$ cat src/rtl/serial_adder.sv
// Digit-serial adder/subtractor: DIGIT bits per clock through a full-adder
// chain with one registered carry, valid/ready handshakes on both sides.

module serial_adder_fa (
  input  logic a,
  input  logic b,
  input  logic ci,
  output logic s,
  output logic co
);
  assign s  = a ^ b ^ ci;
  assign co = (a & b) | (ci & (a ^ b));
endmodule

module serial_adder #(
  parameter int WIDTH = 8,
  parameter int DIGIT = 2
) (
  input  logic             clk,
  input  logic             rst_n,
  input  logic             in_valid,
  output logic             in_ready,
  input  logic [WIDTH-1:0] a,
  input  logic [WIDTH-1:0] b,
  input  logic             sub,
  output logic             out_valid,
  input  logic             out_ready,
  output logic [WIDTH-1:0] sum,
  output logic             cout,
  output logic             ovf,
  output logic             busy
);
  localparam int N  = WIDTH / DIGIT;
  localparam int CW = (N > 1) ? $clog2(N) : 1;

  typedef enum logic [1:0] {IDLE, RUN, DONE} state_t;

  state_t           state;
  logic [WIDTH-1:0] a_sh, b_sh, sum_r;
  logic [WIDTH-1:0] a_nx, b_nx, sum_nx;
  logic             carry;
  logic [CW-1:0]    cnt;
  logic             cout_r, ovf_r, out_valid_r, busy_r;
  logic [DIGIT-1:0] dsum;
  logic [DIGIT:0]   c;
  logic             last, accept;

  // One full adder per bit of the digit; c[DIGIT-1] is the carry into the MSB.
  assign c[0] = carry;
  for (genvar i = 0; i < DIGIT; i++) begin : g_fa
    serial_adder_fa u_fa (
      .a  (a_sh[i]),
      .b  (b_sh[i]),
      .ci (c[i]),
      .s  (dsum[i]),
      .co (c[i+1])
    );
  end

  if (DIGIT == WIDTH) begin : g_single
    assign a_nx   = '0;
    assign b_nx   = '0;
    assign sum_nx = dsum;
  end else begin : g_multi
    assign a_nx   = {{DIGIT{1'b0}}, a_sh[WIDTH-1:DIGIT]};
    assign b_nx   = {{DIGIT{1'b0}}, b_sh[WIDTH-1:DIGIT]};
    assign sum_nx = {dsum, sum_r[WIDTH-1:DIGIT]};
  end

  assign last     = (cnt == CW'(N - 1));
  assign in_ready = (state == IDLE) || ((state == DONE) && out_ready);
  assign accept   = in_valid && in_ready;

  assign sum       = sum_r;
  assign cout      = cout_r;
  assign ovf       = ovf_r;
  assign out_valid = out_valid_r;
  assign busy      = busy_r;

  always_ff @(posedge clk or negedge rst_n) begin
    if (!rst_n) begin
      state       <= IDLE;
      a_sh        <= '0;
      b_sh        <= '0;
      sum_r       <= '0;
      carry       <= 1'b0;
      cnt         <= '0;
      cout_r      <= 1'b0;
      ovf_r       <= 1'b0;
      out_valid_r <= 1'b0;
      busy_r      <= 1'b0;
    end else if (accept) begin
      // Subtract as a + ~b + 1: invert B once here, carry-in supplies the +1.
      a_sh        <= a;
      b_sh        <= b ^ {WIDTH{sub}};
      carry       <= sub;
      cnt         <= '0;
      state       <= RUN;
      busy_r      <= 1'b1;
      out_valid_r <= 1'b0;
    end else begin
      case (state)
        RUN: begin
          a_sh  <= a_nx;
          b_sh  <= b_nx;
          sum_r <= sum_nx;
          carry <= c[DIGIT];
          cnt   <= cnt + CW'(1);
          if (last) begin
            cout_r      <= c[DIGIT];
            ovf_r       <= c[DIGIT-1] ^ c[DIGIT];
            out_valid_r <= 1'b1;
            busy_r      <= 1'b0;
            state       <= DONE;
          end
        end
        DONE: begin
          if (out_ready) begin
            out_valid_r <= 1'b0;
            state       <= IDLE;
          end
        end
        default: state <= IDLE;
      endcase
    end
  end
endmodule

$ cat config.mk
export PLATFORM = sky130hd
export DESIGN_NAME = serial_adder
export DESIGN_NICKNAME = d
export VERILOG_FILES = /design/src/rtl/serial_adder.sv
export SDC_FILE = /design/constraint.sdc
export NUM_CORES = 1
export LEC_CHECK = 0
export CAP_MARGIN = 20
export CORE_ASPECT_RATIO = 0.9
export CORE_UTILIZATION = 50
export DETAILED_ROUTE_END_ITERATION = 6
export GPL_ROUTABILITY_DRIVEN = 0
export PLACE_DENSITY_LB_ADDON = 0.25
export SYNTH_ARGS = -nofsm -noshare
export SYNTH_HDL_FRONTEND = slang
export SYNTH_SLANG_ARGS = --single-unit
$ cat constraint.sdc
create_clock -name clk -period 2 [get_ports clk]
set_input_delay 0.5 -clock clk [delete_from_list [all_inputs] [get_ports clk]]
set_output_delay 0.5 -clock clk [all_outputs]
set_load 0.01 [all_outputs]
# --- After elaboration in Yosys (flattened, before gate mapping) ---
# Cells that the tools add are included.
classes:
  addsub: 1
  bitwise: 13
  n_eq_ne: 5
  n_reduce_logical: 12
  muxes: 19
ops:
  columns: ["operator", "n"]
  rows:
  - ["$mux 8", 4]
  - ["$mux 2", 5]
  - ["$mux 1", 8]
  - ["$xor 8x8->8", 1]
  - ["$ne 3x3->1 const B", 2]
  - ["$reduce_and 2->1", 3]
  - ["$reduce_and 3->1", 2]
  - ["$xor 1x1->1", 5]
  - ["$and 1x1->1", 4]
  - ["$eq 2x2->1 const B", 2]
  - ["$pmux 2 s2", 1]
  - ["$reduce_bool 2->1", 2]
  - ["$reduce_bool 3->1", 1]
  - ["$add 2x1->2 const B", 1]
  - ["$eq 2x1->1 const B", 1]
  - ["$logic_and 1x1->1", 2]
  - ["$logic_not 2->1", 1]
  - ["$or 1x1->1", 2]
  - ["$pmux 1 s2", 1]
  - ["$logic_or 1x1->1", 1]
  - ["$not 1->1", 1]
word_totals:
  out_inout_bits: 13
  register_bits: 33
  input_bits: 21

# --- Logic depth before layout (Yosys ltp) ---
# Gate-level depths: netlist of the first run.
depth:
  depth_word: 7
  mapped_depth: 5

# --- By module ---
# A second synthesis of the first run with hierarchy kept.
hier_totals:
  hier_cells: 153
  area_unflattened_um2: 1567.8
modules_own_cells:
  columns: ["mod", "cells_each", "instances", "area_each_um2"]
  rows:
  - ["serial_adder", 151, 1, 1527.7]
  - ["serial_adder_fa", 1, 2, 20.0]

# --- Least setup slack after synthesis of the first run ---
# No wires, ideal clock.
synth_timing:
  path_type: "flip-flop to flip-flop"
  from: "reg carry"
  to: "reg ovf_r (netlist: ovf)"
  n_path_buf: 0
  path_stages_with_launch: 6
  path_slack_ps: 401
  arrival_ps: 1470
  cell_sequence: "dfrtp_1 -> inv_1 -> fa_1 -> fa_1 -> xnor2_1 -> o21ai_0"
synth_between:
  elab_chain_len: 5
synth_lines:
  columns: ["element", "line", "text"]
  rows:
  - ["from (decl)", "41", "logic carry;"]
  - ["from (signal assigned)", "96", "carry <= sub;"]
  - ["from (signal assigned)", "107", "carry <= c[DIGIT];"]
  - ["$and 1x1->1 *", "12", "assign co = (a & b) | (ci & (a ^ b));"]
  - ["$or 1x1->1 *", "12", null]
  - ["$and 1x1->1", "12", null]
  - ["$or 1x1->1", "12", null]
  - ["$xor 1x1->1 *", "111", "ovf_r <= c[DIGIT-1] ^ c[DIGIT];"]
  - ["to (signal assigned)", "111", null]
  - ["to (decl)", "43", "logic cout_r, ovf_r, out_valid_r, busy_r;"]
# Mark *: on every way between the ends. The rest lies on a longest branch, timed or not.
# A chain may end at the register's enable or synchronous reset.

# --- Worst setup path after layout of the first run ---
layout_timing:
  from: "in out_ready"
  to: "out in_ready"
layout_between:
  elab_chain_len: 2
layout_lines:
  columns: ["element", "line", "text"]
  rows:
  - ["from (decl)", "27", "input logic out_ready,"]
  - ["$logic_and 1x1->1", "71", "assign in_ready = (state == IDLE) || ((state == DONE) && out_ready);"]
  - ["$logic_or 1x1->1", "71", null]
  - ["to (decl)", "22", "output logic in_ready,"]
# Every way passes these cells.

==> flow_metrics.py, run 1 <==
metrics = {
    "run_status": {
        "status": "complete, no violations",
    },
    "synthesis": {
        "synthFlopType": "dfrtp_1",
        "ys_seq_area_share_pct": 52.6,
        "yosysWarnings": 0,
        "syn_inst": 145,
        "synth_fa_ha_area_share_pct": 3.35,
        "synthSimpleGateAreaFrac_pct": 15.9,
        "synth_top_family_by_area": "compound AO/OA/AOI/OAI gates",
        "async_reset_ff_share_pct": 100,
        "synth_compound_gate_area_share_pct": 16.7,
        "synthXorXnorAreaFrac_pct": 5.02,
        "avgSynthCellArea_um2": 10.8,
        "synthMuxAreaShare_pct": 0.717,
        "ys_seq_elements": 33,
        "synth_area_um2": 1570,
        "ys_types": 31,
        "synthesis.nets": 169,
        "synth-edff-count": 0,
    },
    "drt": {
        "drcViolationCount": 0,
        "avgViaCountPerCell": 5.20,
        "wl_met1_mm": 1.51,
        "route.met3.wl_um": 166,
        "topRoutingLayerUsed": "met4",
        "wl_per_cell_um": 14.3,
        "ant_nets": 0,
        "routed-wl-met2_mm": 1.46,
        "wl_mm": 3.19,
        "drt_pass1_iterations": 5,
        "drt_iter0_drc": 55,
        "route.vias.total": 1165,
    },
    "global_routing": {
        "grt_max_degree": 34,
        "first_global_vias": 1076,
        "grt_pass1_wl_mm": 4.98,
        "grt_use_total_pct": 21.8,
        "antenna_found_initial": 0,
        "gr-total-overflow": 0,
    },
    "cts": {
        "cts-root-buf": "clkbuf_4",
        "clk_pin_slew_ns": 0.09,
        "htree_levels": 2,
        "cts_hold_buf": 0,
        "cts_made_buffers": 5,
        "clkSinkCount": 33,
        "cts_tree": "done",
        "clkLatencyLatePin_ns": 0.33,
        "cts_buffer_depth": 2,
    },
    "final_layout": {
        "nFillCells": 231,
        "drive_gt1_share_pct": 12.0,
        "insertedDiodeCount": 0,
        "final_cell_count_no_fill": 224,
        "syn_to_final_growth_pct": 26.7,
        "fin_nets": 207,
    },
    "critical_path": {
        "start_kind": "input pin",
        "end_kind": "primary output",
        "worst_path_max_delay_cell": "clkdlybuf4s50_1",
        "crit_buf_inv": 2,
        "path_delay_family": "buffers and inverters",
        "worst-endpoint-arrival_ns": 1.40,
        "path_class": "input pin to primary output",
        "path_cells": "clkdlybuf4s50_1 -> nor2b_1 -> nor2_1 -> dlygate4sd2_1",
        "slowest_delay_ns": 0.42,
        "crit_required_ns": 1.50,
        "worstPathMaxFanout": 2,
    },
    "timing": {
        "setup_viol": 0,
        "finalHoldViolCount": 0,
        "rsz0062_at_grt": "false",
        "min_period_ns": 1.90,
        "setup_tns_ns": 0,
        "slew_violations": 0,
        "max_slew_margin_pct": 71.9,
        "tightest_slew_ns": 0.422,
        "period_share_pct": 95.2,
        "fin_worst_skew_ns": 0.00581,
        "max_freq_mhz": 525,
    },
    "hold_path": {
        "hold_class": "register to register",
    },
    "floorplanning": {
        "fp.dieArea_um2": 3370,
        "die_y_um": 55.2,
        "fp.dieW_um": 61.1,
        "io_pins": 34,
        "initial_utilization_pct": 54.9,
        "rows": 18,
        "coreArea_um2": 2860,
    },
    "pwr": {
        "ir_drop_v": 0.000908,
        "p_per_area_nw_per_um2": 1500,
        "p_leak_nw": 0.902,
        "power_w": 0.00299,
    },
    "place": {
        "portBuffers": 33,
        "hpwl_mm": 2.22,
        "placed_cells": 216,
    },
    "flow_run": {
        "maxCapViolations": 0,
    },
}
## synth_stat cells (3+ instances only)
| cell | n | share of area (%) |
|---|---|---|
| buf_2 | 5 | 1.6 |
| and2_1 | 4 | 1.6 |
| inv_1 | 5 | 1.2 |
| and3_1 | 4 | 1.6 |
| a221o_1 | 9 | 5.7 |
| nand2_1 | 29 | 6.9 |
| buf_6 | 3 | 2.2 |
| nand3_1 | 4 | 1.3 |
| nor2_1 | 3 | 0.72 |
| o31ai_2 | 3 | 2.4 |
| dfrtp_1 | 33 | 53 |
| a32oi_1 | 4 | 2.2 |
| xor2_1 | 8 | 4.5 |
| o21ai_0 | 12 | 3.8 |
## layout by cell type, fill, tap and decap left out, types with 2 or more instances in the layout
cell / netlist / routed
clkbuf_4: 0 / 5
inv_1: 5 / 5
fa_1: 2 / 2
buf_4: 1 / 8
a32oi_1: 4 / 4
xor2_1: 8 / 8
nand2_1: 29 / 29
and3_1: 4 / 4
clkdlybuf4s50_1: 0 / 32
nor2b_2: 1 / 2
clkbuf_1: 0 / 3
a221o_1: 9 / 9
and2_1: 4 / 4
o21ai_0: 12 / 12
nor2_1: 3 / 3
nand3_1: 4 / 4
dfrtp_1: 33 / 33
o31ai_2: 3 / 3
## sequential cells by signal, summed over array words and instances (netlist names)
name,count
carry,1
state,2
a_sh,8
busy,1
b_sh,8
cout,1
out_valid,1
ovf,1
cnt,2
sum,8
## path summary, 6_finish.rpt
check	start	to	slack (ns)	depth (start not counted)
hold reg to reg	sum[0]	sum[0]	0.48	2
setup reg to reg	carry	ovf	0.22	5
max in group asynchronous	rst_n	cnt[1]	1.14	2
min in group asynchronous	rst_n	sum[2]	0.56	2
setup / recovery	out_ready	in_ready	0.1	4
hold / removal	sum[0]	sum[0]	0.48	2
## logic make-up after synthesis
group | count (synthesis)
fa+ha+maj | 3
compound gates | 32
mux | 1
xor+xnor | 9
simple gates | 52
buf+inv | 15
flops | 33
## worst reg2reg max path, delay by kind of cell (launching register included)
kind            cells  cell delay (ns)
flops               1             0.36
compound gates      1             0.09
xor+xnor            1             0.18
buf+inv             1             0.06
fa+ha+maj           2             0.96
## per-layer routing
layer / vias to the layer above / global-route usage [%]
li1: 574 / -
met5: - / 0
met4: 0 / 10.6
met1: 557 / 28.6
met3: 5 / 7.21
met2: 29 / 32.4
## power by group
group | switching (W) | internal, W
logic | 0.000757 | 0.000722
clock network | 0.000212 | 0.000140
registers | 0.000178 | 0.000977
total | 0.00115 | 0.00184
## through the flow
stage               cell area (um^2)  hold WS, ns  utilization (%)  setup slack (ns)
global placement                1940        0.457             67.9            -0.134
global route                    1990        0.511             69.6            0.0359
finish                          1990        0.483             69.6            0.0954
CTS                             1990        0.489             69.6            0.0938
floorplan                       1570        0.204                -             0.401
detailed placement              1940        0.466             67.9            -0.155
## timing repair
| item | CTS | global route |
|---|---|---|
| setup buffers | 0 | 0 |
| hold endpoints to repair | 0 | 0 |
| resized for setup | 1 | 0 |
| setup endpoints to repair | 1 | 0 |
## final cells by class
type / count / area (um^2) / area share (%)
flip-flops and latches: 33 / 826 / 41.5
inverters: 5 / 18.8 / 0.943
clock buffers: 8 / 48.8 / 2.45
repair buffers: 41 / 389 / 19.6
multi-input cells: 97 / 657 / 33.0
well taps: 40 / 50.0 / 2.52
No activity file was read; power rests on OpenSTA's default activity.
==> run 2: changes to the inputs <==
--- a/config.mk
+++ b/config.mk
@@ -5,7 +5,6 @@
 export SDC_FILE = /design/constraint.sdc
 export NUM_CORES = 1
 export LEC_CHECK = 0
-export CAP_MARGIN = 20
 export CORE_ASPECT_RATIO = 0.9
 export CORE_UTILIZATION = 50
 export DETAILED_ROUTE_END_ITERATION = 6
==> results of run 2 <==
The final DEF is identical to that of run 1; final timing and power are the same.
